### src/rtl/wb_arbiter_if.sv
// Classic Wishbone signal bundle shared by the arbiter's slave-side and master-side ports.
interface wishbone #(
  parameter int XLEN = 32
) ();
  logic              cyc;
  logic              stb;
  logic              we;
  logic [XLEN-1:0]   adr;
  logic [XLEN/8-1:0] sel;
  logic [XLEN-1:0]   dat_w;
  logic [XLEN-1:0]   dat_r;
  logic              ack;
  logic              err;

  modport MASTER (output cyc, stb, we, adr, sel, dat_w, input dat_r, ack, err);
  modport SLAVE  (input cyc, stb, we, adr, sel, dat_w, output dat_r, ack, err);
endinterface

### src/rtl/wb_arbiter.sv
// Round-robin two-master Wishbone arbiter (instruction/data onto one memory bus)
// with a strobe watchdog that turns a silent slave into a bus error.
module wb_arbiter #(
  parameter int XLEN    = 32,
  parameter int TIMEOUT = 16
) (
  input logic     clk,
  input logic     rst_n,
  wishbone.SLAVE  instr_bus,
  wishbone.SLAVE  data_bus,
  wishbone.MASTER mem_bus
);
  typedef enum logic [1:0] {IDLE, GNT_I, GNT_D} state_e;

  localparam logic [7:0] WD_LAST = 8'(TIMEOUT - 1);

  state_e     state_q, state_d;
  logic       last_q, last_d;
  logic [7:0] wd_q, wd_d;

  logic              own_i, own_d, granted;
  logic              m_cyc, m_stb, m_we;
  logic [XLEN-1:0]   m_adr, m_dat_w;
  logic [XLEN/8-1:0] m_sel;
  logic              slv_resp, timeout;

  always_comb begin
    own_i    = (state_q == GNT_I);
    own_d    = (state_q == GNT_D);
    granted  = own_i | own_d;
    m_cyc    = own_d ? data_bus.cyc   : instr_bus.cyc;
    m_stb    = own_d ? data_bus.stb   : instr_bus.stb;
    m_we     = own_d ? data_bus.we    : instr_bus.we;
    m_adr    = own_d ? data_bus.adr   : instr_bus.adr;
    m_sel    = own_d ? data_bus.sel   : instr_bus.sel;
    m_dat_w  = own_d ? data_bus.dat_w : instr_bus.dat_w;
    slv_resp = mem_bus.ack | mem_bus.err;
    timeout  = granted & m_stb & ~slv_resp & (wd_q == WD_LAST);
  end

  // The watchdog cycle itself withdraws cyc/stb; the following IDLE cycle keeps them low.
  assign mem_bus.cyc   = granted & m_cyc & ~timeout;
  assign mem_bus.stb   = granted & m_stb & ~timeout;
  assign mem_bus.we    = granted & m_we;
  assign mem_bus.adr   = granted ? m_adr   : '0;
  assign mem_bus.sel   = granted ? m_sel   : '0;
  assign mem_bus.dat_w = granted ? m_dat_w : '0;

  assign instr_bus.ack   = own_i & mem_bus.ack & ~timeout;
  assign instr_bus.err   = own_i & (mem_bus.err | timeout);
  assign instr_bus.dat_r = own_i ? mem_bus.dat_r : '0;
  assign data_bus.ack    = own_d & mem_bus.ack & ~timeout;
  assign data_bus.err    = own_d & (mem_bus.err | timeout);
  assign data_bus.dat_r  = own_d ? mem_bus.dat_r : '0;

  always_comb begin
    state_d = state_q;
    last_d  = last_q;
    wd_d    = wd_q;
    case (state_q)
      IDLE: begin
        wd_d = '0;
        if (instr_bus.cyc && data_bus.cyc) state_d = last_q ? GNT_I : GNT_D;
        else if (data_bus.cyc)             state_d = GNT_D;
        else if (instr_bus.cyc)            state_d = GNT_I;
      end
      GNT_I, GNT_D: begin
        if (timeout || !m_cyc) begin
          // Ownership ends: remember who held the bus so a tie favours the other master.
          state_d = IDLE;
          last_d  = own_d;
          wd_d    = '0;
        end else if (!m_stb || slv_resp) begin
          wd_d = '0;
        end else begin
          wd_d = wd_q + 8'd1;
        end
      end
      default: begin
        state_d = IDLE;
        wd_d    = '0;
      end
    endcase
  end

  always_ff @(posedge clk) begin
    if (!rst_n) begin
      state_q <= IDLE;
      last_q  <= 1'b0;
      wd_q    <= '0;
    end else begin
      state_q <= state_d;
      last_q  <= last_d;
      wd_q    <= wd_d;
    end
  end
endmodule
### src/flat_wrapper.sv
// flat-port wrapper written by rule: the top's interface ports become plain ports
module wb_arbiter_flat 
#(
  parameter int XLEN    = 32,
  parameter int TIMEOUT = 16
)
  (clk, rst_n, instr_bus_cyc, instr_bus_stb, instr_bus_we, instr_bus_adr, instr_bus_sel, instr_bus_dat_w, instr_bus_dat_r, instr_bus_ack, instr_bus_err, data_bus_cyc, data_bus_stb, data_bus_we, data_bus_adr, data_bus_sel, data_bus_dat_w, data_bus_dat_r, data_bus_ack, data_bus_err, mem_bus_cyc, mem_bus_stb, mem_bus_we, mem_bus_adr, mem_bus_sel, mem_bus_dat_w, mem_bus_dat_r, mem_bus_ack, mem_bus_err);
  wishbone #(.XLEN(XLEN)) instr_bus_i ();
  wishbone #(.XLEN(XLEN)) data_bus_i ();
  wishbone #(.XLEN(XLEN)) mem_bus_i ();
  input logic clk;
  input logic rst_n;
  input wire logic [$bits(instr_bus_i.cyc)-1:0] instr_bus_cyc;
  input wire logic [$bits(instr_bus_i.stb)-1:0] instr_bus_stb;
  input wire logic [$bits(instr_bus_i.we)-1:0] instr_bus_we;
  input wire logic [$bits(instr_bus_i.adr)-1:0] instr_bus_adr;
  input wire logic [$bits(instr_bus_i.sel)-1:0] instr_bus_sel;
  input wire logic [$bits(instr_bus_i.dat_w)-1:0] instr_bus_dat_w;
  output wire logic [$bits(instr_bus_i.dat_r)-1:0] instr_bus_dat_r;
  output wire logic [$bits(instr_bus_i.ack)-1:0] instr_bus_ack;
  output wire logic [$bits(instr_bus_i.err)-1:0] instr_bus_err;
  input wire logic [$bits(data_bus_i.cyc)-1:0] data_bus_cyc;
  input wire logic [$bits(data_bus_i.stb)-1:0] data_bus_stb;
  input wire logic [$bits(data_bus_i.we)-1:0] data_bus_we;
  input wire logic [$bits(data_bus_i.adr)-1:0] data_bus_adr;
  input wire logic [$bits(data_bus_i.sel)-1:0] data_bus_sel;
  input wire logic [$bits(data_bus_i.dat_w)-1:0] data_bus_dat_w;
  output wire logic [$bits(data_bus_i.dat_r)-1:0] data_bus_dat_r;
  output wire logic [$bits(data_bus_i.ack)-1:0] data_bus_ack;
  output wire logic [$bits(data_bus_i.err)-1:0] data_bus_err;
  output wire logic [$bits(mem_bus_i.cyc)-1:0] mem_bus_cyc;
  output wire logic [$bits(mem_bus_i.stb)-1:0] mem_bus_stb;
  output wire logic [$bits(mem_bus_i.we)-1:0] mem_bus_we;
  output wire logic [$bits(mem_bus_i.adr)-1:0] mem_bus_adr;
  output wire logic [$bits(mem_bus_i.sel)-1:0] mem_bus_sel;
  output wire logic [$bits(mem_bus_i.dat_w)-1:0] mem_bus_dat_w;
  input wire logic [$bits(mem_bus_i.dat_r)-1:0] mem_bus_dat_r;
  input wire logic [$bits(mem_bus_i.ack)-1:0] mem_bus_ack;
  input wire logic [$bits(mem_bus_i.err)-1:0] mem_bus_err;
  assign instr_bus_i.cyc = instr_bus_cyc;
  assign instr_bus_i.stb = instr_bus_stb;
  assign instr_bus_i.we = instr_bus_we;
  assign instr_bus_i.adr = instr_bus_adr;
  assign instr_bus_i.sel = instr_bus_sel;
  assign instr_bus_i.dat_w = instr_bus_dat_w;
  assign instr_bus_dat_r = instr_bus_i.dat_r;
  assign instr_bus_ack = instr_bus_i.ack;
  assign instr_bus_err = instr_bus_i.err;
  assign data_bus_i.cyc = data_bus_cyc;
  assign data_bus_i.stb = data_bus_stb;
  assign data_bus_i.we = data_bus_we;
  assign data_bus_i.adr = data_bus_adr;
  assign data_bus_i.sel = data_bus_sel;
  assign data_bus_i.dat_w = data_bus_dat_w;
  assign data_bus_dat_r = data_bus_i.dat_r;
  assign data_bus_ack = data_bus_i.ack;
  assign data_bus_err = data_bus_i.err;
  assign mem_bus_cyc = mem_bus_i.cyc;
  assign mem_bus_stb = mem_bus_i.stb;
  assign mem_bus_we = mem_bus_i.we;
  assign mem_bus_adr = mem_bus_i.adr;
  assign mem_bus_sel = mem_bus_i.sel;
  assign mem_bus_dat_w = mem_bus_i.dat_w;
  assign mem_bus_i.dat_r = mem_bus_dat_r;
  assign mem_bus_i.ack = mem_bus_ack;
  assign mem_bus_i.err = mem_bus_err;
  wb_arbiter #(.XLEN(XLEN), .TIMEOUT(TIMEOUT)) u_core (.clk(clk), .rst_n(rst_n), .instr_bus(instr_bus_i), .data_bus(data_bus_i), .mem_bus(mem_bus_i));
endmodule
### config.mk
export PLATFORM = sky130hd
export DESIGN_NAME = wb_arbiter_flat
export DESIGN_NICKNAME = d
export VERILOG_FILES = /design/src/rtl/wb_arbiter_if.sv /design/src/rtl/wb_arbiter.sv /design/src/flat_wrapper.sv
export SDC_FILE = /design/constraint.sdc
export NUM_CORES = 1
export LEC_CHECK = 0
export CORE_AREA = 2 2 123 125
export DETAILED_ROUTE_END_ITERATION = 8
export DIE_AREA = 0 0 125 127
export GPL_ROUTABILITY_DRIVEN = 0
export PLACE_DENSITY = 0.56
export SLEW_MARGIN = 20
export SYNTH_ARGS = -nofsm -noshare
export SYNTH_HDL_FRONTEND = slang
export SYNTH_SLANG_ARGS = --single-unit
### constraint.sdc
create_clock -name clk -period 2.1 [get_ports clk]
set_clock_uncertainty 0.1 [all_clocks]
set_input_delay 0.315 -clock clk [delete_from_list [all_inputs] [get_ports clk]]
set_output_delay 0.315 -clock clk [all_outputs]
set_load 0.01 [all_outputs]
[Word-level counts from Yosys, hierarchy flattened]
Index checks and enable logic that the tools add are counted.
Word-level totals
  register bits: 11
  bits of input ports: 178
  output and inout bits: 139
  logic and storage cells: 56
Cells by class
  add/subtract/negate cells: 1
  eq/ne operators: 5
  mux-type cells: 17
  bitwise gates (word level): 20
  reductions and logical operators: 10
Operator list (count)
  $mux 32: 6
  $and 1x1->1: 13
  $mux 2: 5
  $add 8x1->8 const B: 1
  $eq 8x4->1 const B: 1
  $mux 4: 2
  $ne 4x3->1 const B: 1
  $not 1->1: 4
  $pmux 2 s2: 1
  $reduce_and 2->1: 2
  $reduce_or 4->1: 1
  $mux 1: 3
  $or 1x1->1: 3
  $eq 2x1->1 const B: 1
  $eq 2x2->1 const B: 1
  $logic_not 1->1: 2
  $logic_not 2->1: 1
  $logic_or 1x1->1: 2
  $ne 2x1->1 const B: 1
  $reduce_or 2->1: 1
  $logic_and 1x1->1: 1

[Longest topological paths before layout]
Gate-level depths: netlist (run 1).
  word-level depth: 8
  mapped depth: 8
  mapped depth without buffers: 6

[Worst setup path before layout (run 1)]
OpenSTA, ideal clock, no wires.
  path type: reg-to-output
  start: register u_core.state_q[0]
  end: output port mem_bus_adr[0]
  arrival time: 1443 ps
  data required time: 1685 ps
  slack: 242 ps
  cell stages (with the launch flop): 8
  buffers on the path: 3
  cells stage by stage: dfxtp_1 -> inv_1 -> ha_1 -> buf_4 -> buf_2 -> buf_2 -> mux2i_1 -> nor2b_1
Between the ends
  longest elaborated chain between the ends: 3
  elaborated cells on any way between the ends: 5
  those cells by class: 2 x eq/ne; 2 x mux; 1 x bitwise
Ends and longest elaborated chain
  start, declared: RTL line wb_arbiter.sv:17  | state_e state_q, state_d;
  start signal, assigned: RTL line wb_arbiter.sv:92  | state_q <= state_d;
  $eq 2x2->1 *: RTL line wb_arbiter.sv:29  | own_d = (state_q == GNT_D);
  net u_core.own_d: RTL line wb_arbiter.sv:21  | logic own_i, own_d, granted;
  $mux 32 or $or 1x1->1 (tied branches): RTL line wb_arbiter.sv:34, wb_arbiter.sv:30
  $mux 32 *: RTL line wb_arbiter.sv:45  | assign mem_bus.adr = granted ? m_adr : '0;
  end, declared: RTL line flat_wrapper.sv:34  | output wire logic [$bits(mem_bus_i.adr)-1:0] mem_bus_adr;
The timed path passes the listed nets; every way through them passes the cells marked *.

[Worst setup path in the final report (run 1)]
  start: register u_core.state_q[1]
  end: output port instr_bus_err
Between the ends
  longest elaborated chain between the ends: 7
  elaborated cells on any way between the ends: 9
  those cells by class: 2 x eq/ne; 1 x mux; 6 x bitwise
Ends and longest elaborated chain
  $eq 2x2->1 *: RTL line wb_arbiter.sv:29
  net u_core.own_d: RTL line wb_arbiter.sv:21
  $or 1x1->1 or $mux 1 (tied branches): RTL line wb_arbiter.sv:30, wb_arbiter.sv:32
  $and 1x1->1 * (3 in series): RTL line wb_arbiter.sv:38  | timeout = granted & m_stb & ~slv_resp & (wd_q == WD_LAST);
  $or 1x1->1 *: RTL line wb_arbiter.sv:50  | assign instr_bus.err = own_i & (mem_bus.err | timeout);
  $and 1x1->1 *: RTL line wb_arbiter.sv:50
  end, declared: RTL line flat_wrapper.sv:21  | output wire logic [$bits(instr_bus_i.err)-1:0] instr_bus_err;
Marked as above.

==> out/results.tsv, run 1 <==
metric	value	unit
finalNetCount	823	
ys_seq_elements	11	
ant_nets	0	
cpPeakStageDelay	0.32	ns
grt_pass1_wl	20.2	mm
r2r-start	u_core.state_q[1]	
n_antenna_cell	0	
clkTransAtPathRegs	0.04	ns
row_count	44	
stdcell_area	0.00614	mm^2
setup_viol	11	
worstReg2RegEnd	u_core.wd_q[4]	
drtIter0Drc	100	
cp_max_fo	3	
p_leak	0.00284	uW
wirelength	14.0	mm
slowest_stage	dfxtp_2	
netlist_instances	295	
max_freq	455	MHz
cts_hold_repair.buffers	0	
peakVddDrop	0.241	mV
rsz0062_at_grt	yes	
clock_sinks	11	
die-area	0.0159	mm^2
grt_start_max_net_pins	21	
htree_levels	1	
die_w	125	um
post_dp_cell_area	0.00575	mm^2
core_area	0.0144	mm^2
ys_types	24	
io_buffers	316	
endpoint	instr_bus_err	
reg2regPathDepth	9	
clock_latency	0.24	ns
overflow	0	
start_util	15.4	%
status	finished, violations left	
path_class	flip-flop to output pin	
drive_above_1_share	21.4	%
fp.dieH	127	um
fin_cells	824	
synth_nets	477	
holdPathStages	2	
numCtsBuffers	3	
drcViolationCount	0	
yosysWarnings	0	
slew_headroom	80.6	%
drv_slew	0	
place_inst	792	
ys_seq_area_share	9.92	%
dp_hpwl	10.2	mm
violations	setup timing	
post_drt_wl_per_cell	17.0	um
finalCriticalPeriod	2.20	ns
io_pins	317	
grt_pass1_vias	3417	
crit_top_cell	buf_6	
grt_util_all_layers	15.9	%
final_common_cell	clkdlybuf4s50_1	
hold-worst-slack	0.373	ns
dr.pass1.iters	4	
antenna_found_initial	0	
hold_violations	0	
setup_slack	-0.100	ns
cp-start-kind	flip-flop	
nFillCells	1473	
vias	3328	
worst_pin_slew	0.288	ns
crit_chain	buf_6 -> ha_4 -> buf_4 -> mux2_4 -> buf_6 -> nand2_4 -> nor2_2 -> o21a_1 -> buf_2	
clock_path_buffers	2	
cp-end-kind	output pin	
root_buffer	clkbuf_16	
syn_area_per_cell	7.53	um^2
finalSetupTns	-0.538	ns
cp-startpoint	u_core.state_q[1]	
finalCritPeriodShare	105	%
viasPerCell	4.04	
cp.required	1.68	ns
powerDensity	494	mW/mm^2
cts_tree	done	
drv_cap	0	
netlist_area	0.00222	mm^2
area_delta_synth_final	177	%
layout_common_cells	clkdlybuf4s50_1 (177), nor2b_1 (68), mux2i_1 (66), and2_1 (66), dlygate4sd2_1 (38)	
ff2ff_setup_slack	0.07	ns
hold_class	flip-flop to flip-flop	
crit_arrival	1.79	ns
[metal layers]
| layer | GRT usage (%) | routed length [um] | vias to the layer above |
|---|---|---|---|
| li1 | - | - | 1654 |
| met1 | 18.8 | 5760 | 1516 |
| met2 | 30.9 | 7270 | 145 |
| met3 | 2.47 | 776 | 13 |
| met4 | 2.35 | 194 | 0 |
| met5 | 0 | 0 | - |
[critical path, delay by kind of cell (launching register included)]
kind / cells / cell delay [ns]
buf+inv: 4 / 0.50
mux: 1 / 0.30
fa+ha+maj: 1 / 0.17
simple gates: 2 / 0.09
flops: 1 / 0.32
compound gates: 1 / 0.15
[state kept, by name (all words and copies together) (netlist names)]
signal and flops:
u_core.last_q 1, u_core.wd_q 8, u_core.state_q 2
[cell usage after synthesis]
master / count / area share (%)
or3b_1: 1 / 0.39
xnor2_1: 4 / 1.6
dfxtp_1: 11 / 9.9
o21a_1: 2 / 0.68
buf_2: 8 / 1.8
nor4_2: 1 / 0.56
nor3_1: 1 / 0.23
mux2i_1: 72 / 32
ha_1: 4 / 2.3
nand2_1: 11 / 1.9
nand3_1: 3 / 0.68
nor2b_1: 69 / 19
a32o_1: 1 / 0.45
and3_1: 3 / 0.85
buf_4: 1 / 0.34
a21boi_0: 1 / 0.34
xor2_1: 2 / 0.79
and2_1: 66 / 19
nor3b_1: 1 / 0.34
clkbuf_1: 15 / 2.5
inv_1: 3 / 0.51
mux2_1: 2 / 1.0
nand4_1: 2 / 0.56
nor2_1: 11 / 1.9
[worst min-delay path by stage]
stage | end | from | slack [ns]
6_report | u_core.last_q | u_core.last_q | 0.37
5_1_grt | u_core.last_q | u_core.last_q | 0.40
4_1_cts | u_core.last_q | u_core.last_q | 0.38
3_5_place_dp | u_core.last_q | u_core.last_q | 0.36
3_3_place_gp | u_core.last_q | u_core.last_q | 0.35
2_1_floorplan | u_core.wd_q[0] | u_core.wd_q[0] | 0.32
[stage by stage]
| stage | setup WS (ns) | utilization [%] | total power [uW] |
|---|---|---|---|
| after detailed placement | -0.444 | 39.8 | 2470 |
| after floorplan | 0.242 | - | 1140 |
| final | -0.100 | 42.6 | 3040 |
| after CTS | -0.179 | 41.6 | 2950 |
| after global placement | -0.421 | 39.8 | 2450 |
| after global routing | -0.162 | 42.6 | 3220 |
[cell type report]
class                   count  area (um^2)  area share, %
flip-flops and latches     11          223           3.63
inverters                   3         13.8          0.224
well taps                 184          230           3.75
multi-input cells         257         2000           32.5
clock buffers               4         78.8           1.28
repair buffers            365         3600           58.6
[logic make-up (layout without fill, tap and decap cells)]
| group | Yosys count | after routing | synth area share, % |
|---|---|---|---|
| AND/OR/NAND/NOR | 169 | 169 | 45.4 |
| multiplexers | 74 | 74 | 33.5 |
| flip-flops | 11 | 11 | 9.92 |
| adder cells (fa/ha/maj) | 4 | 4 | 2.25 |
| buffers and inverters | 27 | 372 | 5.18 |
| XOR/XNOR | 6 | 6 | 2.37 |
| AO/OA/AOI/OAI | 4 | 4 | 1.46 |
[what timing repair did]
action | 4_1_cts | 5_1_grt
endpoints found under the setup margin | 138 | 79
pin swaps | 2 | 1
resized for setup | 241 | 143
setup buffers | 2 | 15
gates cloned | 7 | 4
[power by group]
| part | switching, uW | internal (uW) | total [uW] |
|---|---|---|---|
| logic | 1020 | 1450 | 2460 |
| registers | 6.41 | 218 | 225 |
| clock network | 92.3 | 255 | 347 |
| total | 1120 | 1920 | 3040 |
Note: power is estimated with default switching activity, not from simulation.
==> run 2, diff against run 1 <==
==> constraint.sdc (replaced) <==
create_clock -name clk -period 2.3 [get_ports clk]
set_clock_uncertainty 0.1 [all_clocks]
set_input_delay 0.345 -clock clk [delete_from_list [all_inputs] [get_ports clk]]
set_output_delay 0.345 -clock clk [all_outputs]
set_load 0.01 [all_outputs]
==> run 2 against run 1 <==
Net effect: the flow now finishes without violations; sequential cell count is the same; critical path depth decreased by 1; hold slack worse by 0.033 ns; register-to-register slack gained 0.15 ns; total power fell by 15%; cell count shrank 1.5%; combinational power decreased by 15%; clock power decreased by 11%; utilization fell by 0.84 points; routed wire length fell by 7.2%; first-iteration DRC count shrank 19%.
==> out/results.tsv, run 2 (synthesis results as in run 1) <==
metric	value	unit	change
grt_pass1_vias	3284		was 3417
reg2regPathDepth	9		unchanged
row_count	44		unchanged
cpPeakStageDelay	0.32	ns	about the same
cp-startpoint	u_core.state_q[1]		unchanged
finalCritPeriodShare	98.0	%	
wirelength	13.0	mm	was 14.0 mm
final_common_cell	clkdlybuf4s50_1		unchanged
layout_common_cells	clkdlybuf4s50_1 (224), nor2b_1 (69), mux2i_1 (66), and2_1 (66), dlygate4sd2_1 (40)		was clkdlybuf4s50_1 (177), nor2b_1 (68), mux2i_1 (66), and2_1 (66), dlygate4sd2_1 (38)
critical_path_buf_inv_count	5		was 4
core_area	0.0144	mm^2	unchanged
path_class	flip-flop to output pin		unchanged
area_delta_synth_final	171	%	was 177%
worstReg2RegEnd	u_core.wd_q[5]		was u_core.wd_q[4]
root_buffer	clkbuf_16		unchanged
overflow	0		unchanged
grt_start_max_net_pins	35		was 21
internal_power	1670	uW	was 1920 uW
vias	3241		was 3328
largest_reg_flops	8		unchanged
ff2ff_setup_slack	0.22	ns	was 0.07 ns
grt_util_all_layers	15.0	%	was 15.9%
hold-worst-slack	0.340	ns	was 0.373 ns
die_w	125	um	unchanged
slew_headroom	80.7	%	was 80.6%
rsz0062_at_grt	yes		unchanged
dr.pass1.iters	4		unchanged
dp_hpwl	10.3	mm	was 10.2 mm
combinationalPowerShare	80.2	%	was 81.2%
p_total	2600	uW	was 3040 uW
powerDensity	431	mW/mm^2	was 494 mW/mm^2
drive_above_1_share	11.5	%	was 21.4%
slowest_stage	dfxtp_1		was dfxtp_2
die-area	0.0159	mm^2	unchanged
cts_hold_repair.buffers	0		unchanged
finalCriticalPeriod	2.25	ns	
power_frac_seq	7.8	%	was 7.4%
cts_tree	done		unchanged
drtIter0Drc	81		was 100
clock_sinks	11		unchanged
drv_slew	0		unchanged
peakVddDrop	0.344	mV	was 0.241 mV
drv_cap	0		unchanged
grt_pass1_wl	19.1	mm	was 20.2 mm
numCtsBuffers	3		unchanged
p_sw_share	35.6	%	was 36.8%
regMostFlops	u_core.wd_q		unchanged
hold_violations	0		unchanged
cp-start-kind	flip-flop		unchanged
n_antenna_cell	0		unchanged
fin_cells	812		was 824
top_regs	u_core.wd_q x8, u_core.state_q x2, u_core.last_q x1		unchanged
hold_class	flip-flop to flip-flop		unchanged
p_leak	0.00269	uW	was 0.00284 uW
io_buffers	316		unchanged
viasPerCell	3.99		was 4.04
status	complete, no violations		was finished, violations left
io_pins	317		unchanged
max_freq	444	MHz	
clock_path_buffers	2		unchanged
endpoint	mem_bus_adr[28]		was instr_bus_err
cp.required	1.86	ns	was 1.68 ns
worst_pin_slew	0.287	ns	was 0.288 ns
clkPwrFrac	11.9	%	was 11.4%
drcViolationCount	0		unchanged
setup_viol	0		was 11
finalNetCount	811		was 823
cp_max_fo	7		was 3
post_drt_wl_per_cell	16.0	um	was 17.0 um
cp-end-kind	output pin		unchanged
cp_top_family	buffers and inverters		unchanged
place_inst	792		unchanged
power_switching	924	uW	was 1120 uW
nFillCells	1445		was 1473
setup_slack	0.0454	ns	was -0.100 ns
htree_levels	1		unchanged
ant_nets	0		unchanged
crit_chain	buf_4 -> ha_4 -> buf_8 -> buf_12 -> buf_12 -> mux2i_2 -> nor2b_1 -> dlygate4sd2_1		was buf_6 -> ha_4 -> buf_4 -> mux2_4 -> buf_6 -> nand2_4 -> nor2_2 -> o21a_1 -> buf_2
place_ws	-0.299	ns	was -0.444 ns
crit_arrival	1.81	ns	was 1.79 ns
crit_top_cell	buf_12		was buf_6
clock_latency	0.23	ns	was 0.24 ns
fp.dieH	127	um	unchanged
crit_cells	8		was 9
start_util	15.4	%	unchanged
antenna_found_initial	0		unchanged
r2r-start	u_core.state_q[1]		unchanged
clkTransAtPathRegs	0.04	ns	about the same
-- run 2: cell count changes in the layout (fill, tap and decap cells not counted), sizes merged --
cell and change:
bufbuf +1, dlygate4sd2 +2, clkbuf -13, clkdlybuf4s50 +47, clkdlybuf4s15 -10, buf -43, dlymetal6s2s +4
-- run 2: worst min path at each step --
stage	from	endpoint	slack, ns	depth (start not counted)
after floorplan	u_core.wd_q[0]	u_core.wd_q[0]	0.32	1
final	u_core.wd_q[0]	u_core.wd_q[0]	0.34	1
after global routing	u_core.wd_q[0]	u_core.wd_q[0]	0.39	1
after CTS	u_core.wd_q[0]	u_core.wd_q[0]	0.35	1
after detailed placement	u_core.wd_q[0]	u_core.wd_q[0]	0.33	1
after global placement	u_core.wd_q[0]	u_core.wd_q[0]	0.32	1
-- run 2: timing repair --
item	4_1_cts	5_1_grt
pin swaps	1	2
gates cloned	3	1
setup buffers	3	9
gates resized for setup	105	72
endpoints found under the setup margin	95	71
-- run 2: power groups by stage --
| stage | clock network, uW | registers, uW | logic [uW] |
|---|---|---|---|
| final | 310 | 203 | 2080 |
| after global routing | 333 | 203 | 2230 |
| after CTS | 319 | 203 | 2050 |
| after detailed placement | 0 | 205 | 2060 |
| after global placement | 0 | 204 | 2050 |
| after floorplan | 0 | 205 | 835 |
-- run 2: layout make-up --
| class | count | area (um^2) | area share (%) |
|---|---|---|---|
| clock buffers | 4 | 78.8 | 1.31 |
| repair buffers | 353 | 3530 | 58.7 |
| multi-input cells | 257 | 1950 | 32.3 |
| well taps | 184 | 230 | 3.82 |
| inverters | 3 | 11.3 | 0.187 |
| flip-flops and latches | 11 | 221 | 3.68 |
-- run 2: metal layers --
metal,share of wire [%],global-route usage [%],vias to the layer above
met2,52,28.1,144
met5,0,0,-
met4,1.9,2.81,0
met1,41,18.2,1453
met3,5.9,2.43,16
li1,-,-,1628
-- run 2: metrics by stage --
step,instance area [um^2],TNS (ns),utilization [%]
3_5_place_dp,5750,-0.970,39.8
4_1_cts,5890,-0.339,40.9
6_report,6020,0,41.8
3_3_place_gp,5750,-0.895,39.8
2_1_floorplan,2220,0,-
5_1_grt,6020,-0.230,41.8
